$ cat config.mk
export PLATFORM = sky130hd
export DESIGN_NAME = param_sync_fifo
export DESIGN_NICKNAME = d
export VERILOG_FILES = /design/src/rtl/fifo_pkg.sv /design/src/rtl/fifo_mem.sv /design/src/rtl/param_sync_fifo.sv
export SDC_FILE = /design/constraint.sdc
export NUM_CORES = 1
export LEC_CHECK = 0
export CAP_MARGIN = 0
export CORE_ASPECT_RATIO = 1.2
export CORE_MARGIN = 10
export CORE_UTILIZATION = 65
export DETAILED_ROUTE_END_ITERATION = 6
export PLACE_DENSITY = 0.93
export SLEW_MARGIN = 40
export SYNTH_ARGS = -nofsm -noshare
export SYNTH_HDL_FRONTEND = slang
export SYNTH_HIERARCHICAL = 1
export SYNTH_SLANG_ARGS = --single-unit
$ cat constraint.sdc
create_clock -name clock -period 5.7 [get_ports clock]
set_clock_uncertainty 0.05 [all_clocks]
set_input_delay 1.14 -clock clock [delete_from_list [all_inputs] [get_ports clock]]
set_output_delay 1.14 -clock clock [all_outputs]
set_load 0.05 [all_outputs]
$ cat src/rtl/fifo_pkg.sv
// ---------------------------------------------------------------------------
// fifo_pkg
// Shared definitions for the parametrised synchronous FIFO family.
//   fifo_mode_e  : read-side behaviour, registered output or first-word-fall-through
//   fifo_ptr_w() : pointer width for a given depth
//   fifo_cnt_w() : occupancy counter width for a given depth (must reach DEPTH)
//   fifo_mode()  : maps the integer FWFT parameter onto fifo_mode_e
// ---------------------------------------------------------------------------
package fifo_pkg;

   typedef enum logic {
      FIFO_REG  = 1'b0,
      FIFO_FWFT = 1'b1
   } fifo_mode_e;

   // Pointers index DEPTH entries and wrap naturally because DEPTH is a power of two.
   function automatic int fifo_ptr_w(input int depth);
      return $clog2(depth);
   endfunction

   // One extra bit so the counter can represent a completely full FIFO.
   function automatic int fifo_cnt_w(input int depth);
      return $clog2(depth) + 1;
   endfunction

   function automatic fifo_mode_e fifo_mode(input int fwft);
      return (fwft != 0) ? FIFO_FWFT : FIFO_REG;
   endfunction

endpackage

$ cat src/rtl/fifo_mem.sv
// ---------------------------------------------------------------------------
// fifo_mem
// DATA_WIDTH x DEPTH register array used as FIFO storage.
//   clock    : write clock
//   we_i     : write enable
//   waddr_i  : write address
//   wdata_i  : write data
//   raddr_i  : read address (asynchronous read)
//   rdata_o  : read data, combinational from raddr_i
// Contents are deliberately not reset; the control logic tracks validity.
// ---------------------------------------------------------------------------
module fifo_mem
   import fifo_pkg::*;
#(
   parameter int DATA_WIDTH = 16,
   parameter int DEPTH      = 16,
   parameter int ADDR_W     = fifo_ptr_w(DEPTH)
) (
   input  logic                  clock,
   input  logic                  we_i,
   input  logic [ADDR_W-1:0]     waddr_i,
   input  logic [DATA_WIDTH-1:0] wdata_i,
   input  logic [ADDR_W-1:0]     raddr_i,
   output logic [DATA_WIDTH-1:0] rdata_o
);

   logic [DATA_WIDTH-1:0] mem_q [DEPTH];

   // Single synchronous write port; no reset so the array maps onto plain flops or RAM.
   always_ff @(posedge clock) begin
      if (we_i) begin
         mem_q[waddr_i] <= wdata_i;
      end
   end

   assign rdata_o = mem_q[raddr_i];

endmodule

$ cat src/rtl/param_sync_fifo.sv
// ---------------------------------------------------------------------------
// param_sync_fifo
// Parametrised single-clock FIFO with occupancy count, almost flags, read-valid
// and overflow/underflow pulses. FWFT selects registered-read or fall-through.
//   clock        : single clock, rising edge
//   rst          : asynchronous active-low reset
//   wr_en / din  : write request and data
//   rd_en        : read request (pop)
//   dout         : read data
//   dout_valid   : newly popped word (registered) or !empty (FWFT)
//   full / empty / almost_full / almost_empty / count : registered status
//   overflow / underflow : one-cycle pulses for rejected write / read
// ---------------------------------------------------------------------------
module param_sync_fifo
   import fifo_pkg::*;
#(
   parameter int DATA_WIDTH = 16,
   parameter int DEPTH      = 16,
   parameter int FWFT       = 0,
   parameter int AF_LEVEL   = DEPTH - 2,
   parameter int AE_LEVEL   = 2
) (
   input  logic                  clock,
   input  logic                  rst,
   input  logic                  wr_en,
   input  logic [DATA_WIDTH-1:0] din,
   input  logic                  rd_en,
   output logic [DATA_WIDTH-1:0] dout,
   output logic                  dout_valid,
   output logic                  full,
   output logic                  empty,
   output logic                  almost_full,
   output logic                  almost_empty,
   output logic [$clog2(DEPTH):0] count,
   output logic                  overflow,
   output logic                  underflow
);

   localparam int         PTR_W = fifo_ptr_w(DEPTH);
   localparam int         CNT_W = fifo_cnt_w(DEPTH);
   localparam fifo_mode_e MODE  = fifo_mode(FWFT);

   localparam logic [CNT_W-1:0] FULL_CNT = CNT_W'(DEPTH);
   localparam logic [CNT_W-1:0] AF_CNT   = CNT_W'(AF_LEVEL);
   localparam logic [CNT_W-1:0] AE_CNT   = CNT_W'(AE_LEVEL);

   logic [PTR_W-1:0]      wr_ptr_q, wr_ptr_d;
   logic [PTR_W-1:0]      rd_ptr_q, rd_ptr_d;
   logic [CNT_W-1:0]      count_q, count_d;
   logic                  full_q, full_d;
   logic                  empty_q, empty_d;
   logic                  af_q, af_d;
   logic                  ae_q, ae_d;
   logic [DATA_WIDTH-1:0] dout_q, dout_d;
   logic                  dout_valid_q, dout_valid_d;
   logic                  overflow_q, overflow_d;
   logic                  underflow_q, underflow_d;
   logic                  wr_acc, rd_acc;
   logic [DATA_WIDTH-1:0] rd_data;

   fifo_mem #(
      .DATA_WIDTH (DATA_WIDTH),
      .DEPTH      (DEPTH),
      .ADDR_W     (PTR_W)
   ) u_mem (
      .clock   (clock),
      .we_i    (wr_acc),
      .waddr_i (wr_ptr_q),
      .wdata_i (din),
      .raddr_i (rd_ptr_q),
      .rdata_o (rd_data)
   );

   // A read frees a slot in the same edge, so a write at full is still accepted
   // when paired with a read. A read at empty is never bypassed from the write.
   assign rd_acc = rd_en & ~empty_q;
   assign wr_acc = wr_en & (~full_q | rd_acc);

   // Next-state for pointers, occupancy and flags. Flags are computed from the
   // next count so they change on the same edge as the pointers.
   always_comb begin
      wr_ptr_d     = wr_ptr_q;
      rd_ptr_d     = rd_ptr_q;
      count_d      = count_q;
      dout_d       = dout_q;
      dout_valid_d = 1'b0;

      if (wr_acc) begin
         wr_ptr_d = wr_ptr_q + PTR_W'(1);
      end
      if (rd_acc) begin
         rd_ptr_d = rd_ptr_q + PTR_W'(1);
      end

      if (wr_acc && !rd_acc) begin
         count_d = count_q + CNT_W'(1);
      end else if (rd_acc && !wr_acc) begin
         count_d = count_q - CNT_W'(1);
      end

      // Only registered mode captures the popped word; FWFT reads the array directly.
      if (MODE == FIFO_REG && rd_acc) begin
         dout_d       = rd_data;
         dout_valid_d = 1'b1;
      end

      full_d      = (count_d == FULL_CNT);
      empty_d     = (count_d == '0);
      af_d        = (count_d >= AF_CNT);
      ae_d        = (count_d <= AE_CNT);
      overflow_d  = wr_en & ~wr_acc;
      underflow_d = rd_en & ~rd_acc;
   end

   // All control state; reset is asynchronous so stored data is discarded at once.
   always_ff @(posedge clock or negedge rst) begin
      if (!rst) begin
         wr_ptr_q     <= '0;
         rd_ptr_q     <= '0;
         count_q      <= '0;
         full_q       <= 1'b0;
         empty_q      <= 1'b1;
         af_q         <= 1'b0;
         ae_q         <= 1'b1;
         dout_q       <= '0;
         dout_valid_q <= 1'b0;
         overflow_q   <= 1'b0;
         underflow_q  <= 1'b0;
      end else begin
         wr_ptr_q     <= wr_ptr_d;
         rd_ptr_q     <= rd_ptr_d;
         count_q      <= count_d;
         full_q       <= full_d;
         empty_q      <= empty_d;
         af_q         <= af_d;
         ae_q         <= ae_d;
         dout_q       <= dout_d;
         dout_valid_q <= dout_valid_d;
         overflow_q   <= overflow_d;
         underflow_q  <= underflow_d;
      end
   end

   // In FWFT mode the head entry is shown combinationally; when empty it is stale.
   assign dout         = (MODE == FIFO_FWFT) ? rd_data  : dout_q;
   assign dout_valid   = (MODE == FIFO_FWFT) ? ~empty_q : dout_valid_q;
   assign full         = full_q;
   assign empty        = empty_q;
   assign almost_full  = af_q;
   assign almost_empty = ae_q;
   assign count        = count_q;
   assign overflow     = overflow_q;
   assign underflow    = underflow_q;

endmodule

==> results of run 1 <==
-- power by group --
part	leakage [uW]	internal [uW]	switching (uW)
registers	0.00275	2660	321
logic	0.00122	872	1320
clock network	0.000417	1010	727
total	0.00439	4540	2370
-- worst max-delay path by stage --
stage                                     end  slack [ns]
after CTS                  u_mem/mem_q[13][1]        2.47
after floorplan             u_mem/mem_q[0][0]        1.83
after detailed placement  u_mem/mem_q[13][12]        1.98
after global placement     u_mem/mem_q[12][8]        1.90
after global routing       u_mem/mem_q[13][1]        2.27
final                      u_mem/mem_q[13][4]        2.35
-- placed cells by master (no fill, tap or decap), types with 3 or more instances in the layout --
master,count
ha_1,4
clkinv_1,5
xnor2_2,3
mux4_2,54
nor2_1,16
dfrtp_1,32
xnor2_1,6
clkbuf_1,8
clkinv_2,3
edfxtp_1,256
clkdlybuf4s50_1,46
nand2_1,72
mux4_1,10
a22oi_1,32
nand4_1,3
nor3_2,4
clkbuf_16,28
buf_4,20
-- area by class of cell --
cell class	count	area share (%)
Timing Repair Buffer	68	4.958
Clock inverter	10	0.7249
Multi-Input combinational cell	241	19.86
Sequential cell	292	66.42
Clock buffer	38	5.857
Inverter	3	0.08699
Tap cell	216	2.088
-- metrics by stage --
step	utilization (%)	setup slack (ns)	instances	power, uW
after floorplan	-	1.827	563	4370
after global placement	70.93	1.896	818	4956
after detailed placement	71.13	1.978	819	5101
after CTS	76.15	2.468	867	6888
after global routing	76.23	2.272	868	7127
final	76.23	2.347	868	6906
-- worst min-delay path, stage by stage (launching register included) --
cell     delay, ns
dfrtp_1       0.35
nand2_1       0.05
nand2_1       0.06
-- synthesized netlist by cell type, types with 2 or more instances --
cell type	count	share of area, %
edfxtp_1	256	68
nand2_1	72	2.4
mux4_2	54	11
dfrtp_1	34	7.5
a22oi_1	32	2.1
nor2_1	17	0.56
clkbuf_1	12	0.40
mux4_1	10	2.3
xnor2_1	6	0.47
buf_6	5	0.50
nor3_1	5	0.22
buf_2	4	0.18
ha_1	4	0.44
buf_1	3	0.10
buf_4	3	0.20
nand4_1	3	0.17
xnor2_2	3	0.43
a31oi_2	2	0.22
and2_1	2	0.11
and3_1	2	0.11
dfstp_2	2	0.47
inv_1	2	0.066
nand2b_1	2	0.11
nand3_1	2	0.089
nand3b_1	2	0.13
nor2b_1	2	0.11
o21ai_0	2	0.089
-- per-layer routing --
| layer | up-vias | part of all wire (%) |
|---|---|---|
| met1 | 3023 | 35 |
| met4 | 0 | 4.9 |
| met2 | 455 | 52 |
| met5 | - | 0 |
| li1 | 2404 | - |
| met3 | 95 | 8.7 |
-- cells by family after synthesis --
family,Yosys count,share of synthesized area (%)
muxes,66,13.31
adders and majority gates,4,0.4430
and+or+nand+nor,117,4.718
xor gates and xnor gates,10,0.9747
buffers and inverters,30,1.473
AOI/OAI and AO/OA,44,3.035
DFF,292,76.04
-- registers in the layout, indices dropped and copies added (netlist names) --
| register | flops |
|---|---|
| u_mem/mem_q | 256 |
| rd_ptr_q | 4 |
| underflow | 1 |
| count | 5 |
| almost_full | 1 |
| almost_empty | 1 |
| dout_valid | 1 |
| overflow | 1 |
| empty | 1 |
| wr_ptr_q | 4 |
| full | 1 |
| dout | 16 |
==> impl_metrics.py, run 1 <==
metrics = {
    "logic_synthesis": {
        "yosysWarnings": 6,
        "ys_ff_latch": 292,
        "yosys_most_used_dff": "edfxtp_1",
        "netlist_instances": 563,
        "syn_nets": 587,
        "yosysUniqueCellTypes": 47,
        "syn-mean-instance-area_sq_um": 20.07,
        "synth_edf_count": 256,
        "ys_seq_area_share_pct": 76.04,
        "synth.cell_area_sq_um": 11300,
        "synth-async-reset-ratio_pct": 12.33,
    },
    "drt": {
        "routedWlPerCell_um": 30.30,
        "drt_iter0_drc": 915,
        "drtAntennaViolNets": 0,
        "viasPerCell": 6.886,
        "totalWireLength_mm": 26.30,
        "dr_total_vias": 5977,
        "firstDrtPassIters": 5,
        "remaining_drc_errors": 0,
    },
    "setup_path": {
        "ff2ff_setup_slack_ns": 2.88,
        "startpoint_type": "input port",
        "crit_type": "in2reg",
        "r2r_cells": 6,
        "r2r_start": "rd_ptr_q[0]",
        "cp-startpoint": "wr_en",
        "slowest_stage": "clkdlybuf4s50_1",
        "required_ns": 5.88,
        "path_cells": "clkdlybuf4s50_1 -> a21boi_1 -> buf_4 -> nand3_1 -> nor2_1 -> buf_4",
        "cp_common_cell": "buf_4",
        "cp_slowest_stage_delay_ns": 0.76,
        "worst_setup_path_end_kind": "flip-flop",
        "worst-path-stages": 6,
        "reg2reg_to": "dout[8]",
        "cp_top_family": "buffers and inverters",
        "worst-path-buf-inv": 3,
        "arrival_ns": 3.53,
        "cp_max_fo": 13,
    },
    "clocking": {
        "clockBufferDepth": 3,
        "clk_root_buffer_cell": "clkbuf_16",
        "clkLatencyLatePin_ns": 0.53,
        "postCtsSetupBuffers": 0,
        "h-tree-depth": 1,
        "path_clk_slew_ns": 0.06,
        "clock_sinks": 292,
        "numCtsBuffers": 26,
        "cts_tree": "done",
        "cts_resized": 0,
        "hold_buffers": 0,
    },
    "final_layout": {
        "seq_area_sq_um": 8598,
        "drive_gt1_share_pct": 20.86,
        "finish.instance_area_sq_um": 12940,
        "antennaDiodeCount": 0,
        "nNetsFinal": 656,
        "multi_input_area_sq_um": 2571,
        "area_growth_pct": 14.59,
        "fillerInstances": 797,
    },
    "placed_design": {
        "gp_congestion": 0.8194,
        "port_buffers": 47,
        "dp_hpwl_mm": 15.56,
        "placed_area_sq_um": 12080,
    },
    "timing": {
        "final.min_clock_period_ns": 3.353,
        "setup_viol": 0,
        "relSlewSlack_pct": 41.60,
        "final_min_period_over_clock_period_pct": 58.82,
        "finalHoldViolations": 0,
        "fmax_mhz": 298.3,
        "rsz0062_at_grt": "no",
        "slew_violations": 0,
        "worst_pin_slew_ns": 0.8721,
        "setup-tns-final_ns": 0,
        "fin_hold_ws_ns": 0.4339,
    },
    "hold_path": {
        "holdPathEnd": "dout[15]",
        "hold_depth": 2,
        "hp-class": "reg2reg",
        "hold_path.startpoint": "dout[15]",
    },
    "global_routing": {
        "antenna_found_initial": 0,
        "busiest_layer": "met2",
        "overflow": 0,
        "grt_pass1_vias": 6190,
        "grt_use_met3_pct": 3.419,
        "track_usage_pct": 22.99,
        "use_met1_pct": 28.78,
        "met2_usage_pct": 39.01,
        "grt_max_degree": 38,
        "grt_pass1_wl_mm": 40.13,
    },
    "power_and_ir_drop": {
        "peakVddDrop_uv": 293.3,
        "p_per_area_nw_per_um2": 533.5,
        "power.leakage_uw": 0.004390,
    },
    "floorplan": {
        "die_x_um": 140.3,
        "die_area_sq_um": 23070,
        "start_util_pct": 66.53,
        "num_rows": 52,
        "ios": 48,
        "fp.dieH_um": 164.4,
        "core_area_sq_um": 16980,
    },
    "run": {
        "maxCapViolations": 0,
    },
    "outcome": {
        "outcome": "completed",
    },
}
Note: power is estimated with default switching activity, not from simulation.
==> run 2, diff against run 1 <==
--- a/config.mk
+++ b/config.mk
@@ -8,9 +8,9 @@
 export CAP_MARGIN = 0
 export CORE_ASPECT_RATIO = 1.2
 export CORE_MARGIN = 10
-export CORE_UTILIZATION = 65
+export CORE_UTILIZATION = 54
 export DETAILED_ROUTE_END_ITERATION = 6
-export PLACE_DENSITY = 0.93
+export PLACE_DENSITY = 0.83
 export SLEW_MARGIN = 40
 export SYNTH_ARGS = -nofsm -noshare
 export SYNTH_HDL_FRONTEND = slang
==> constraint.sdc (replaced) <==
create_clock -name clock -period 3 [get_ports clock]
set_clock_uncertainty 0.05 [all_clocks]
set_input_delay 0.6 -clock clock [delete_from_list [all_inputs] [get_ports clock]]
set_output_delay 0.6 -clock clock [all_outputs]
set_load 0.05 [all_outputs]
==> run 2 against run 1 <==
Compared with the run above: the run now ends with hold timing left; first-iteration DRC count shrank 43%; critical path type is now reg2out; global-route usage shrank 5.2 points; worst hold slack lost 0.47 ns; flip-flop and latch count is the same; non-clock buffer count grew 25; via count shrank 2.0%; setup slack lost 1.9 ns; combinational power grew 91%; clock power grew 84%.
==> impl_metrics.py, run 2 (same netlist as run 1, synthesis figures left out) <==
metrics = {
    "floorplan": {
        "num_rows": 57,
        "ios": 48,
        "die_x_um": 152.0,
        "die_area_sq_um": 27130,
        "core_area_sq_um": 20400,
        "fp.dieH_um": 178.4,
        "start_util_pct": 55.39,
    },
    "placed_design": {
        "port_buffers": 47,
        "placed_area_sq_um": 12330,
        "gp_congestion": 0.8512,
        "dp_hpwl_mm": 15.43,
    },
    "timing": {
        "final.min_clock_period_ns": 2.597,
        "finalHoldViolations": 34,
        "rsz0062_at_grt": "no",
        "setup-tns-final_ns": 0,
        "worst_pin_slew_ns": 0.7471,
        "setup_viol": 0,
        "fin_hold_ws_ns": -0.03260,
        "final_min_period_over_clock_period_pct": 86.58,
        "relSlewSlack_pct": 50.09,
        "fmax_mhz": 385.0,
        "slew_violations": 0,
    },
    "clocking": {
        "clock_sinks": 292,
        "cts_resized": 0,
        "cts_tree": "done",
        "numCtsBuffers": 26,
        "postCtsSetupBuffers": 0,
        "clkLatencyLatePin_ns": 0.53,
        "clockBufferDepth": 3,
        "path_clk_slew_ns": 0.06,
        "hold_buffers": 0,
        "h-tree-depth": 1,
        "clk_root_buffer_cell": "clkbuf_16",
    },
    "drt": {
        "totalWireLength_mm": 24.30,
        "remaining_drc_errors": 0,
        "drtAntennaViolNets": 0,
        "dr_total_vias": 5856,
        "viasPerCell": 6.217,
        "drt_iter0_drc": 525,
        "routedWlPerCell_um": 25.79,
        "firstDrtPassIters": 5,
    },
    "final_layout": {
        "largest_register_ffs": 256,
        "finish.instance_area_sq_um": 13170,
        "top_register": "u_mem/mem_q",
        "area_growth_pct": 16.56,
        "final_common_cell": "edfxtp_1",
        "layout_common_cells": "256 x edfxtp_1, 72 x nand2_1, 54 x mux4_2",
        "nNetsFinal": 681,
        "antennaDiodeCount": 0,
        "multi_input_area_sq_um": 2560,
        "drive_gt1_share_pct": 23.63,
        "seq_area_sq_um": 8596,
        "fillerInstances": 1306,
    },
    "outcome": {
        "violations": "hold timing",
        "outcome": "finished with violations",
    },
    "setup_path": {
        "arrival_ns": 1.95,
        "cp_top_family": "buffers and inverters",
        "worst_setup_path_end_kind": "output pin",
        "cp_slowest_stage_delay_ns": 0.88,
        "required_ns": 2.35,
        "cp_max_fo": 8,
        "crit_type": "reg2out",
        "r2r_cells": 5,
        "r2r_start": "full",
        "startpoint_type": "flip-flop",
        "ff2ff_setup_slack_ns": 0.69,
        "reg2reg_to": "u_mem/mem_q[0][4]",
        "path_cells": "clkdlybuf4s50_1",
        "slowest_stage": "clkdlybuf4s50_1",
        "worst-path-buf-inv": 1,
    },
    "global_routing": {
        "grt_use_met3_pct": 3.276,
        "grt_pass1_vias": 6087,
        "antenna_found_initial": 0,
        "busiest_layer": "met2",
        "use_met1_pct": 21.47,
        "overflow": 0,
        "met2_usage_pct": 31.52,
        "track_usage_pct": 17.76,
        "grt_pass1_wl_mm": 37.40,
        "grt_max_degree": 37,
    },
    "run": {
        "maxCapViolations": 0,
    },
    "hold_path": {
        "hp-class": "in2async",
    },
    "power_and_ir_drop": {
        "peakVddDrop_uv": 757.0,
        "p_per_area_nw_per_um2": 980.7,
        "power.leakage_uw": 0.004504,
    },
}
==> run 2: cell count changes in the layout (fill, tap and decap cells not counted), sizes merged <==
cell	previous run	this run
buf	22	47
bufinv	2	1
clkbuf	38	40
clkinv	8	5
clkinvlp	0	2
==> run 2: area by class of cell <==
cell class	instances	area share, %
multi-input combinational	241	19.44
clock inverter	8	0.5036
tap	265	2.518
clock buffer	40	5.806
sequential	292	65.28
inverter	3	0.08552
timing repair buffer	93	6.366
==> run 2: where the power goes <==
group	leakage (uW)	internal, uW	total [uW]	switching (uW)
clock	0.000399	1840	3210	1370
combinational	0.00135	1750	4190	2440
sequential	0.00275	5040	5520	473
total	0.00450	8630	12900	4290
==> run 2: worst reg2reg max path: stages (launching register included) <==
cell and delay (ns):
dfrtp_1 0.49, a21boi_1 0.24, buf_4 0.20, or3b_2 0.52, nor3_2 0.25, buf_4 0.25
==> run 2: through the flow <==
stage	util (%)	worst slack [ns]	power, uW	hold WS (ns)	instances
2_1_floorplan	-	0.1080	8314	0.2544	563
3_3_place_gp	60.47	0.1547	9556	0.4103	894
3_5_place_dp	60.47	0.09779	9744	0.4161	894
4_1_cts	64.54	0.3988	12980	0.1218	942
5_1_grt	64.56	0.3455	13420	0.002555	942
6_report	64.56	0.4026	12910	-0.03260	942
==> run 2: worst max path at each step <==
stage / start / endpoint / slack, ns / cells past startpoint
after CTS: full / full / 0.40 / 1
after global placement: rd_en / u_mem/mem_q[0][5] / 0.15 / 7
after global routing: full / full / 0.35 / 1
after detailed placement: rd_en / u_mem/mem_q[0][7] / 0.1 / 7
final: full / full / 0.40 / 1
after floorplan: wr_en / u_mem/mem_q[1][0] / 0.11 / 4
==> run 2: per-layer routing <==
metal	routed length [um]	vias up
met5	0	-
met4	709	0
met3	1888	49
met2	12830	276
met1	8863	3071
li1	-	2460
